## config.mk

```make
export PLATFORM = sky130hd
export DESIGN_NAME = fetch_unit_flat
export DESIGN_NICKNAME = d
export VERILOG_FILES = /design/src/rtl/fetch_unit_if.sv /design/src/rtl/fetch_unit.sv /design/src/flat_wrapper.sv
export SDC_FILE = /design/constraint.sdc
export NUM_CORES = 1
export LEC_CHECK = 0
export ABC_AREA = 1
export BUFFER_PORTS_ARGS = -buffer_cell sky130_fd_sc_hd__buf_2
export CORE_AREA = 2 2 152 154
export CTS_BUF_LIST = sky130_fd_sc_hd__clkbuf_8
export DETAILED_ROUTE_END_ITERATION = 6
export DIE_AREA = 0 0 154 156
export HOLD_SLACK_MARGIN = 0.12
export MAX_ROUTING_LAYER = met4
export PLACE_DENSITY = 0.79
export SLEW_MARGIN = 20
export SYNTH_ARGS = -nofsm -noshare
export SYNTH_HDL_FRONTEND = slang
export SYNTH_SLANG_ARGS = --single-unit
export TNS_END_PERCENT = 5
```

## constraint.sdc

```tcl
create_clock -name clk -period 4.56 [get_ports clk]
set_clock_uncertainty 0.2 [all_clocks]
set_input_delay 0.456 -clock clk [delete_from_list [all_inputs] [get_ports clk]]
set_output_delay 0.456 -clock clk [all_outputs]
set_load 0.05 [all_outputs]
```

## src/rtl/fetch_unit_if.sv

```systemverilog
// Bundles the fetch unit's instruction-memory port, decode-side handshake and redirect inputs.
// master = fetch unit; slave = memory/decode environment.
interface fetch_unit_if;
  logic        imem_req;
  logic [31:0] imem_addr;
  logic        imem_ready;
  logic        imem_rvalid;
  logic [31:0] imem_rdata;

  logic        instr_valid;
  logic        instr_ready;
  logic [31:0] instr;
  logic [31:0] instr_pc;
  logic [31:0] instr_pc4;
  logic [6:0]  op;
  logic [2:0]  funct3;
  logic        funct7;

  logic        PCsrc;
  logic        Jsrc;
  logic [31:0] PCtarget;
  logic [31:0] ALUresult;
  logic        misalign_err;

  modport master (
    output imem_req, imem_addr,
    input  imem_ready, imem_rvalid, imem_rdata,
    output instr_valid, instr, instr_pc, instr_pc4, op, funct3, funct7,
    input  instr_ready,
    input  PCsrc, Jsrc, PCtarget, ALUresult,
    output misalign_err
  );

  modport slave (
    input  imem_req, imem_addr,
    output imem_ready, imem_rvalid, imem_rdata,
    input  instr_valid, instr, instr_pc, instr_pc4, op, funct3, funct7,
    output instr_ready,
    output PCsrc, Jsrc, PCtarget, ALUresult,
    input  misalign_err
  );
endinterface

```

## src/rtl/fetch_unit.sv

```systemverilog
// Credit-based instruction fetch unit with a 2-entry {word, pc} buffer, redirect flush
// and discard of stale responses; a misaligned redirect halts fetch until reset.
module fetch_unit #(
  parameter logic [31:0] RESET_PC = 32'h0000_0000
) (
  input  logic         clk,
  input  logic         reset_n,
  fetch_unit_if.master bus
);

  typedef enum logic {RUN, HALT} state_t;

  state_t      r_state;
  state_t      w_state_next;
  logic        w_run;

  logic [31:0] r_fetch_pc;
  logic [31:0] r_rsp_pc;
  logic [1:0]  r_out;
  logic [1:0]  r_discard;
  logic [1:0]  r_count;
  logic        r_head;
  logic        r_misalign;
  logic [31:0] r_word [2];
  logic [31:0] r_pc   [2];

  logic        w_valid;
  logic        w_consume;
  logic        w_redirect;
  logic [31:0] w_target;
  logic        w_misalign;
  logic [2:0]  w_inuse;
  logic        w_req;
  logic        w_xfer;
  logic        w_rsp;
  logic        w_push;
  logic        w_pop;
  logic        w_tail;
  logic [1:0]  w_out_next;
  logic [31:0] w_head_word;
  logic [31:0] w_head_pc;

  always_ff @(posedge clk) begin
    if (!reset_n) r_state <= RUN;
    else          r_state <= w_state_next;
  end

  always_comb begin
    w_state_next = r_state;
    case (r_state)
      RUN:     if (w_misalign) w_state_next = HALT;
      HALT:    w_state_next = HALT;
      default: w_state_next = RUN;
    endcase
  end

  always_comb begin
    w_run = 1'b0;
    case (r_state)
      RUN:     w_run = 1'b1;
      default: w_run = 1'b0;
    endcase
  end

  assign w_valid    = reset_n & w_run & (r_count != 2'd0);
  assign w_consume  = w_valid & bus.instr_ready;
  assign w_redirect = w_consume & bus.PCsrc;
  assign w_target   = bus.Jsrc ? (bus.ALUresult & 32'hFFFF_FFFE) : bus.PCtarget;
  assign w_misalign = w_redirect & (w_target[1:0] != 2'b00);

  // Credits count this cycle's consume as already freed so streaming runs without bubbles.
  assign w_inuse    = {1'b0, r_out} + {1'b0, r_count} - {2'b00, w_consume};
  assign w_req      = reset_n & w_run & (w_inuse < 3'd2) & ~w_redirect;
  assign w_xfer     = w_req & bus.imem_ready;
  assign w_rsp      = bus.imem_rvalid & (r_out != 2'd0);
  assign w_push     = w_rsp & (r_discard == 2'd0) & ~w_redirect & w_run;
  assign w_pop      = w_consume & ~w_redirect;
  assign w_tail     = r_head ^ r_count[0];
  assign w_out_next = r_out + {1'b0, w_xfer} - {1'b0, w_rsp};

  // r_rsp_pc tracks the address of the next response that will be kept.
  always_ff @(posedge clk) begin
    if (!reset_n) begin
      r_fetch_pc <= RESET_PC;
      r_rsp_pc   <= RESET_PC;
      r_out      <= 2'd0;
      r_discard  <= 2'd0;
      r_count    <= 2'd0;
      r_head     <= 1'b0;
      r_misalign <= 1'b0;
    end else begin
      r_out <= w_out_next;
      if (w_redirect) begin
        r_fetch_pc <= w_target;
        r_rsp_pc   <= w_target;
        r_discard  <= w_out_next;
        r_count    <= 2'd0;
        r_head     <= 1'b0;
      end else begin
        if (w_xfer)                         r_fetch_pc <= r_fetch_pc + 32'd4;
        if (w_push)                         r_rsp_pc   <= r_rsp_pc + 32'd4;
        if (w_rsp && (r_discard != 2'd0))   r_discard  <= r_discard - 2'd1;
        if (w_pop)                          r_head     <= ~r_head;
        r_count <= r_count + {1'b0, w_push} - {1'b0, w_pop};
      end
      if (w_misalign) r_misalign <= 1'b1;
    end
  end

  always_ff @(posedge clk) begin
    if (w_push) begin
      r_word[w_tail] <= bus.imem_rdata;
      r_pc[w_tail]   <= r_rsp_pc;
    end
  end

  assign w_head_word = r_word[r_head];
  assign w_head_pc   = r_pc[r_head];

  assign bus.imem_req     = w_req;
  assign bus.imem_addr    = r_fetch_pc;
  assign bus.instr_valid  = w_valid;
  assign bus.instr        = w_head_word;
  assign bus.instr_pc     = w_head_pc;
  assign bus.instr_pc4    = w_head_pc + 32'd4;
  assign bus.op           = w_head_word[6:0];
  assign bus.funct3       = w_head_word[14:12];
  assign bus.funct7       = w_head_word[30];
  assign bus.misalign_err = r_misalign;

endmodule

```

## src/flat_wrapper.sv

```systemverilog
// flat-port wrapper written by rule: the top's interface ports become plain ports
module fetch_unit_flat 
#(
  parameter logic [31:0] RESET_PC = 32'h0000_0000
)
  (clk, reset_n, bus_imem_req, bus_imem_addr, bus_imem_ready, bus_imem_rvalid, bus_imem_rdata, bus_instr_valid, bus_instr, bus_instr_pc, bus_instr_pc4, bus_op, bus_funct3, bus_funct7, bus_instr_ready, bus_PCsrc, bus_Jsrc, bus_PCtarget, bus_ALUresult, bus_misalign_err);
  fetch_unit_if bus_i ();
  input  logic clk;
  input  logic reset_n;
  output wire logic [$bits(bus_i.imem_req)-1:0] bus_imem_req;
  output wire logic [$bits(bus_i.imem_addr)-1:0] bus_imem_addr;
  input wire logic [$bits(bus_i.imem_ready)-1:0] bus_imem_ready;
  input wire logic [$bits(bus_i.imem_rvalid)-1:0] bus_imem_rvalid;
  input wire logic [$bits(bus_i.imem_rdata)-1:0] bus_imem_rdata;
  output wire logic [$bits(bus_i.instr_valid)-1:0] bus_instr_valid;
  output wire logic [$bits(bus_i.instr)-1:0] bus_instr;
  output wire logic [$bits(bus_i.instr_pc)-1:0] bus_instr_pc;
  output wire logic [$bits(bus_i.instr_pc4)-1:0] bus_instr_pc4;
  output wire logic [$bits(bus_i.op)-1:0] bus_op;
  output wire logic [$bits(bus_i.funct3)-1:0] bus_funct3;
  output wire logic [$bits(bus_i.funct7)-1:0] bus_funct7;
  input wire logic [$bits(bus_i.instr_ready)-1:0] bus_instr_ready;
  input wire logic [$bits(bus_i.PCsrc)-1:0] bus_PCsrc;
  input wire logic [$bits(bus_i.Jsrc)-1:0] bus_Jsrc;
  input wire logic [$bits(bus_i.PCtarget)-1:0] bus_PCtarget;
  input wire logic [$bits(bus_i.ALUresult)-1:0] bus_ALUresult;
  output wire logic [$bits(bus_i.misalign_err)-1:0] bus_misalign_err;
  assign bus_imem_req = bus_i.imem_req;
  assign bus_imem_addr = bus_i.imem_addr;
  assign bus_i.imem_ready = bus_imem_ready;
  assign bus_i.imem_rvalid = bus_imem_rvalid;
  assign bus_i.imem_rdata = bus_imem_rdata;
  assign bus_instr_valid = bus_i.instr_valid;
  assign bus_instr = bus_i.instr;
  assign bus_instr_pc = bus_i.instr_pc;
  assign bus_instr_pc4 = bus_i.instr_pc4;
  assign bus_op = bus_i.op;
  assign bus_funct3 = bus_i.funct3;
  assign bus_funct7 = bus_i.funct7;
  assign bus_i.instr_ready = bus_instr_ready;
  assign bus_i.PCsrc = bus_PCsrc;
  assign bus_i.Jsrc = bus_Jsrc;
  assign bus_i.PCtarget = bus_PCtarget;
  assign bus_i.ALUresult = bus_ALUresult;
  assign bus_misalign_err = bus_i.misalign_err;
  fetch_unit #(.RESET_PC(RESET_PC)) u_core (.clk(clk), .reset_n(reset_n), .bus(bus_i));
endmodule
```

=== Yosys cells after proc, flatten, opt, wreduce, memory -nomap -nowiden ===
Memories as Yosys holds them, arrays and structs flattened. A register that Yosys moved wholly into a read port is not among the register bits.
Index checks and enable logic that the tools add are counted.

* $add $sub $neg: 10
* Order comparisons: 1
* Muxes and demuxes: 16
* Bitwise operators: 18
* Reduce and logical (&&, ||, !) cells: 10

{| class="wikitable"
|+ Operators with widths
! kind !! count
|-
| 32-bit two-way mux || 5
|-
| 32-bit by 3-bit adder with 32-bit output, second input constant || 3
|-
| 2-bit nonzero test || 7
|-
| 1-bit AND || 13
|-
| 1-bit two-way mux || 8
|-
| 2-bit by 1-bit adder with 2-bit output || 2
|-
| 2-bit two-way mux || 2
|-
| 1-bit NOT || 4
|-
| 2-bit by 1-bit subtractor with 2-bit output || 2
|-
| 2-bit by 2-bit adder with 3-bit output || 1
|-
| 3-bit by 2-bit less-than comparator with 1-bit output, second input constant || 1
|-
| 3-bit by 1-bit subtractor with 3-bit output || 1
|-
| 2-bit zero test || 1
|-
| 1-bit one-hot mux with 2 select lines || 1
|-
| 2-bit OR reduction || 1
|-
| 2-bit by 1-bit subtractor with 2-bit output, second input constant || 1
|-
| 1-bit logical AND || 1
|-
| 1-bit XOR || 1
|}

* Register bits: 73
* Memory bits (writable): 128
* Input bits: 103
* Output and inout port bits: 142
* Logic and storage cells: 65
* Memories kept: 2

{| class="wikitable"
|+ Memory list
! memory !! words !! width !! rd ports !! clocked after Yosys merged registers in !! write ports !! RTL line !! source
|-
| u_core.r_pc || 2 || 32 || 1 || 1 || 1 || fetch_unit.sv:25 || <nowiki>logic [31:0] r_pc [2];</nowiki>
|-
| u_core.r_word || 2 || 32 || 1 || 1 || 1 || fetch_unit.sv:24 || <nowiki>logic [31:0] r_word [2];</nowiki>
|}

=== Longest topological paths before layout ===
Gate-level depths: netlist of run 1.

* Word-level depth: 12
* Depth in mapped cells: 17
* Gate-level depth less buffers: 17

=== Worst setup path before layout of run 1 ===
No wires, ideal clock.

* Path kind: in2reg
* Start: input reset_n
* End: memory u_core.r_pc[0][0], enable pin
* Setup time: 0.486 ns
* Arrival: 4.000 ns
* Required time: 3.874 ns
* Setup slack: -0.127 ns
* Cell stages on the path: 9
* Path buffers: 2
* Path through: buf_2 -> nand2_2 -> nor2_4 -> nand3_4 -> inv_2 -> buf_4 -> nor2_1 -> inv_1 -> nor2_1

* Longest elaborated chain between the ends: 9

{| class="wikitable"
|+ RTL lines
! what !! RTL line !! source
|-
| start: declaration || flat_wrapper.sv:9 || <nowiki>input logic reset_n;</nowiki>
|-
| 1-bit AND (2 in a row) || fetch_unit.sv:65 || <nowiki>assign w_valid = reset_n & w_run & (r_count != 2'd0);</nowiki>
|-
| via bus_instr_valid || flat_wrapper.sv:15 || <nowiki>output wire logic [$bits(bus_i.instr_valid)-1:0] bus_instr_valid;</nowiki>
|-
| 1-bit AND || fetch_unit.sv:66 || <nowiki>assign w_consume = w_valid & bus.instr_ready;</nowiki>
|-
| 1-bit AND || fetch_unit.sv:67 || <nowiki>assign w_redirect = w_consume & bus.PCsrc;</nowiki>
|-
| 1-bit NOT || fetch_unit.sv:76 || <nowiki>assign w_push = w_rsp & (r_discard == 2'd0) & ~w_redirect & w_run;</nowiki>
|-
| 1-bit AND (2 in a row) || fetch_unit.sv:76 ||
|-
| 1-bit two-way mux || fetch_unit.sv:111 || <nowiki>if (w_push) begin</nowiki>
|-
| 1-bit two-way mux (not written as such) || fetch_unit.sv:113 || <nowiki>r_pc[w_tail] <= r_rsp_pc;</nowiki>
|-
| end: declaration || fetch_unit.sv:25 ||
|}

The timed path passes the listed nets, and every way through them passes these cells.

==> impl_metrics.ini, run 1 <==
[logic_synthesis]
synth_most_common_cell = nand2_1
synthCells = 1484
synth_edf_count = 128
postSynth.asyncResetShare = 0
yosys.area_share.simple = 0.289
ys_ff_latch = 200
avgSynthCellArea_sq_um = 7.75
ys_top_cells_by_area = edfxtp_1, nand2_1, dfxtp_1
synth_top_area_cell = edfxtp_1
synth_nets = 1598
ys_warn_count = 0
synth_cell_type_count = 42
yosysSeqAreaShare = 0.460
ys.flop_type = edfxtp_1
synth.area.mux_share = 0.0333
synth_top_family_by_area = simple AND/OR/NAND/NOR gates
netlist_area_sq_um = 11500
synth-xor-area-share = 0.0267
synthAdderAreaFrac = 0.0126
yosys-top-cells-count = nand2_1, nor2_1, inv_1, edfxtp_1, dfxtp_1
yosysTopAreaCellShare = 0.334
synth_compound_area_frac = 0.0857

[sta]
layout_min_cycle_time_ps = 3940
final_max_slew_viol_count = 0
setup_viol = 0
worst_pin_slew_ps = 991
hold_viol_final = 0
relSlewSlack = 0.339
rsz0062_at_grt = false
finalCritPeriodShare = 0.865
max_freq_mhz = 254

[grt]
grt_pass1_vias = 9441
grt_overflow = 0
grt_pass1_wl_microns = 46100
grt_start_max_net_pins = 77
antenna_found_initial = 0
grt_usage = 0.244

[critical_path]
end_kind = output pin
crit_arrival_ps = 3290
ff2ff_setup_slack_ps = 1130
worstPathRequired_ps = 3900
crit_fanout = 76
path_class = reg -> out
reg2reg_to = u_core.r_discard[1]
reg2reg_depth = 16
reg2reg_from = u_core.r_count[1]
critPathLaunchType = register

[place]
portBuffers = 243
detailed_place_hpwl_microns = 20800
postPlaceCellArea_sq_um = 12800
place.gp.congestion = 0.917

[route]
routed_via_density = 5.06
first_pass_iters = 5
vias = 10200
post-route-drc-count = 0
drt_iter0_markers = 694
antenna_left = 0
wire_per_inst_microns = 13.9
wl_microns = 28200

[floorplan]
start_util = 0.514
dieArea_sq_um = 24000
row_count = 55
die_w_microns = 154
ioPinCount = 245
die_h_microns = 156
core-area_sq_um = 22400

[finish]
design_area_sq_um = 13500
layout.nets = 1840
syn_to_final_growth_pct = 17.8
num_antenna_cells = 0
seq_area_sq_um = 5290
fillCellCount = 2015
drive_gt1_frac = 0.220
multi_input_area_sq_um = 5160

[clocking]
cts_tree = yes
cts_resized = 0
path_clk_slew_ps = 120
cts_root_buffer = clkbuf_8
cts-htree-levels = 4
clockBufferDepth = 2
cts-buffers-inserted = 17
numClockSinks = 200
post_cts_buffers = 0
clk_latency_ps = 480

[pwr]
p_seq_frac = 0.364
p_total_mw = 7.53
power_frac_comb = 0.473
intPower_mw = 3.73
switching_share = 0.504
power.leakage_nw = 6.03
p_clk_frac = 0.163
ir_drop_v = 0.000279
power.switching_mw = 3.80
power.density_nw_per_um2 = 556

[worst_hold_path]
min_from = bus_ALUresult[1]
hold_path_class = in -> reg
worstHoldPathCells = 4
min_to = u_core.r_rsp_pc[1]

[run_status]
status = complete, no violations

[job]
maxCapViolCount = 0
kinds of logic after synthesis:
family / count (synthesis)
adders and majority gates: 11
xor gates and xnor gates: 35
buffers and inverters: 237
DFF: 200
and+or+nand+nor: 811
AOI/OAI and AO/OA: 156
muxes: 34
metal layers:
| layer | part of all wire | global-route usage | vias to the layer above |
|---|---|---|---|
| met5 | 0 | - | - |
| met4 | 0.014 | 0.0583 | 0 |
| met3 | 0.053 | 0.0317 | 27 |
| met2 | 0.48 | 0.401 | 318 |
| met1 | 0.45 | 0.324 | 4702 |
| li1 | - | - | 5202 |
through the flow:
stage	worst slack [ps]	hold slack, ps	std cells	utilization	TNS, ps
2_1_floorplan	-127	249	1484	-	-16210
3_3_place_gp	1070	237	1959	0.571	0
3_5_place_dp	1010	239	1959	0.571	0
4_1_cts	597	157	2024	0.606	0
5_1_grt	350	178	2024	0.606	0
6_report	617	179	2024	0.606	0
layout make-up:
cell class                      count  area share
Tap cell                          285      0.0263
Inverter                          176      0.0488
Clock inverter                     15      0.0161
Sequential cell                   200       0.390
Multi-Input combinational cell   1047       0.381
Timing Repair Buffer              284       0.120
Clock buffer                       17      0.0173
sequential cells by signal (all words and copies together) (netlist names), named ones only:
name and count:
u_core.r_pc 64, u_core.r_word 64, u_core.bus.imem_addr 31, u_core.r_rsp_pc 31, u_core.r_count 2, u_core.r_discard 2
u_core.r_out 2, u_core.bus.misalign_err 1, u_core.r_head 1, u_core.r_state 1
how the worst max path moves through the flow:
| stage | startpoint | end | slack [ps] | cells after the start |
|---|---|---|---|---|
| after floorplan | reset_n | u_core.r_pc[0][0] | -130 | 9 |
| after global placement | reset_n | u_core.r_discard[1] | 1070 | 17 |
| after detailed placement | reset_n | u_core.r_discard[1] | 1010 | 17 |
| after CTS | register | bus_instr_pc4[18] | 600 | 8 |
| after global routing | register | bus_instr_pc4[18] | 350 | 8 |
| final | register | bus_instr_pc4[18] | 620 | 8 |
worst max-delay path, stage by stage (launching register included):
cell,delay [ps]
dfxtp_4,990
o21ai_2,260
inv_1,220
ha_1,320
nand3_2,200
nor2_2,270
nand2_1,100
xor2_1,130
buf_2,280
layout by cell type, fill, tap and decap left out, types with 5 or more instances in the layout:
cell type      instances
o21ai_4                5
nand2_2                9
a31oi_1                5
buf_2                243
inv_1                174
xor2_1                27
edfxtp_1             128
a21oi_1               43
inv_12                 5
dlygate4sd3_1         33
dfxtp_1               71
nand3b_1              11
nand3_1               70
clkbuf_8              17
buf_4                  6
and2_1                 5
or2_2                  5
nand2_1              494
o21ai_0               66
nand4_1               11
nor2_2                14
o21ai_2               16
nor2_1               183
ha_1                  10
xnor2_1                8
mux2_2                34
what timing repair did:
action                     4_1_cts  5_1_grt
hold endpoints to repair        65        0
setup endpoints to repair        0        0
hold buffers                    33        0
power groups by stage:
stage | clock, mW | sequential (mW) | combinational [mW]
finish | 1.23 | 2.74 | 3.56
global route | 1.32 | 2.79 | 3.86
CTS | 1.25 | 2.73 | 3.56
detailed placement | 0 | 2.77 | 3.53
global placement | 0 | 2.75 | 3.48
floorplan | 0 | 2.98 | 2.57
(Power assumes the default switching activity.)
==> run 2: changes to the inputs <==
--- a/config.mk
+++ b/config.mk
@@ -7,13 +7,14 @@
 export LEC_CHECK = 0
 export ABC_AREA = 1
 export BUFFER_PORTS_ARGS = -buffer_cell sky130_fd_sc_hd__buf_2
-export CORE_AREA = 2 2 152 154
+export CORE_AREA = 3 3 153 155
 export CTS_BUF_LIST = sky130_fd_sc_hd__clkbuf_8
 export DETAILED_ROUTE_END_ITERATION = 6
-export DIE_AREA = 0 0 154 156
+export DIE_AREA = 0 0 156 158
 export HOLD_SLACK_MARGIN = 0.12
 export MAX_ROUTING_LAYER = met4
 export PLACE_DENSITY = 0.79
+export SETUP_SLACK_MARGIN = 0.3
 export SLEW_MARGIN = 20
 export SYNTH_ARGS = -nofsm -noshare
 export SYNTH_HDL_FRONTEND = slang
==> impl_metrics.ini, run 2 (synthesis gave the netlist of run 1 again) <==
[grt]
grt_overflow = 0
grt_usage = 0.242
grt_pass1_wl_microns = 46700
grt_start_max_net_pins = 65
grt_pass1_vias = 9605
antenna_found_initial = 0

[route]
first_pass_iters = 7
drt_iter0_markers = 672
wire_per_inst_microns = 14.4
vias = 10300
wl_microns = 29100
antenna_left = 0
post-route-drc-count = 0
routed_via_density = 5.08

[place]
detailed_place_hpwl_microns = 21300
portBuffers = 243
placed_cells = 1954
place.gp.congestion = 0.983
pre_cts_slack_ps = 913

[finish]
final_cell_mix = nand2_1, buf_2, nor2_1
reg_top3 = u_core.r_pc x64, u_core.r_word x64
seq_area_sq_um = 5290
syn_to_final_growth_pct = 17.5
fin_cells = 2019
multi_input_area_sq_um = 5160
fillCellCount = 1946
final_common_cell = nand2_1
drive_gt1_frac = 0.220
layout.nets = 1840
num_antenna_cells = 0

[floorplan]
row_count = 54
die_h_microns = 158
core-area_sq_um = 22000
dieArea_sq_um = 24600
die_w_microns = 156
ioPinCount = 245
start_util = 0.524

[sta]
worst_pin_slew_ps = 963
layout_setup_ws_ps = 805
finalCritPeriodShare = 0.823
setup_tns_ps = 0
holdWs_ps = 177
layout_min_cycle_time_ps = 3750
hold_viol_final = 0
relSlewSlack = 0.357
final_max_slew_viol_count = 0
max_freq_mhz = 266
rsz0062_at_grt = false
setup_viol = 0

[clocking]
post_cts_buffers = 0
cts_root_buffer = clkbuf_8
path_clk_slew_ps = 120
cts-htree-levels = 4
cts_hold_buf = 33
cts_resized = 0
clk_latency_ps = 480
cts_tree = yes
clockBufferDepth = 2
numClockSinks = 200
cts-buffers-inserted = 17

[pwr]
p_seq_frac = 0.365
switching_share = 0.504
power.leakage_nw = 6.02
intPower_mw = 3.72
power.density_nw_per_um2 = 555
power.switching_mw = 3.78
p_clk_frac = 0.158
power_frac_comb = 0.478
ir_drop_v = 0.000414
p_total_mw = 7.50

[critical_path]
path_class = reg -> out
crit_fanout = 3
critPathLaunchType = register
end_kind = output pin
worstPathRequired_ps = 3900
crit_arrival_ps = 3100

[worst_hold_path]
hold_path_class = in -> reg

[run_status]
status = complete, no violations

[job]
maxCapViolCount = 0
## run 2: path summary, 6_finish.rpt
| kind | cells after the start | slack [ps] | endpoint | from |
|---|---|---|---|---|
| max | 12 | 810 | bus_imem_req | u_core.r_count[1] |
| min | 4 | 180 | u_core.r_rsp_pc[1] | bus_PCtarget[1] |
| max reg2reg | 16 | 1020 | u_core.r_discard[1] | u_core.r_count[1] |
| min reg2reg | 2 | 270 | u_core.bus.misalign_err | u_core.bus.misalign_err |
## run 2: cell type report
class,instances,area share
well taps,280,0.0259
clock buffers,17,0.0173
repair buffers,284,0.120
inverters,176,0.0489
multi-input cells,1047,0.382
flip-flops and latches,200,0.391
clock inverters,15,0.0147
## run 2: per-stage QoR
step                      area [sq um]   util
after floorplan                  11500      -
after global placement           12700  0.581
after global routing             13500  0.615
final                            13500  0.615
after detailed placement         12700  0.581
after CTS                        13500  0.615
## run 2: layer usage
metal	GRT usage	wire length, microns	vias up
li1	-	-	5207
met1	0.311	12600	4584
met2	0.399	13700	411
met3	0.0372	2240	50
met4	0.0702	549	0
met5	-	0	-
## run 2: power by group through the flow
stage	clock, mW	combinational, mW	sequential [mW]
global route	1.29	3.89	2.79
global placement	0	3.50	2.74
detailed placement	0	3.55	2.77
floorplan	0	2.57	2.98
CTS	1.21	3.59	2.73
finish	1.18	3.58	2.73
## run 2: critical path: stages, from the launching register on
cell and delay (ps):
dfxtp_1 350, nor2_1 190, nor2_4 70, nand2_1 110, inv_1 70, ha_1 270, or2_2 310, fa_1 490
inv_1 40, nor2_1 150, nand2_1 120, nor2_1 150, buf_2 290
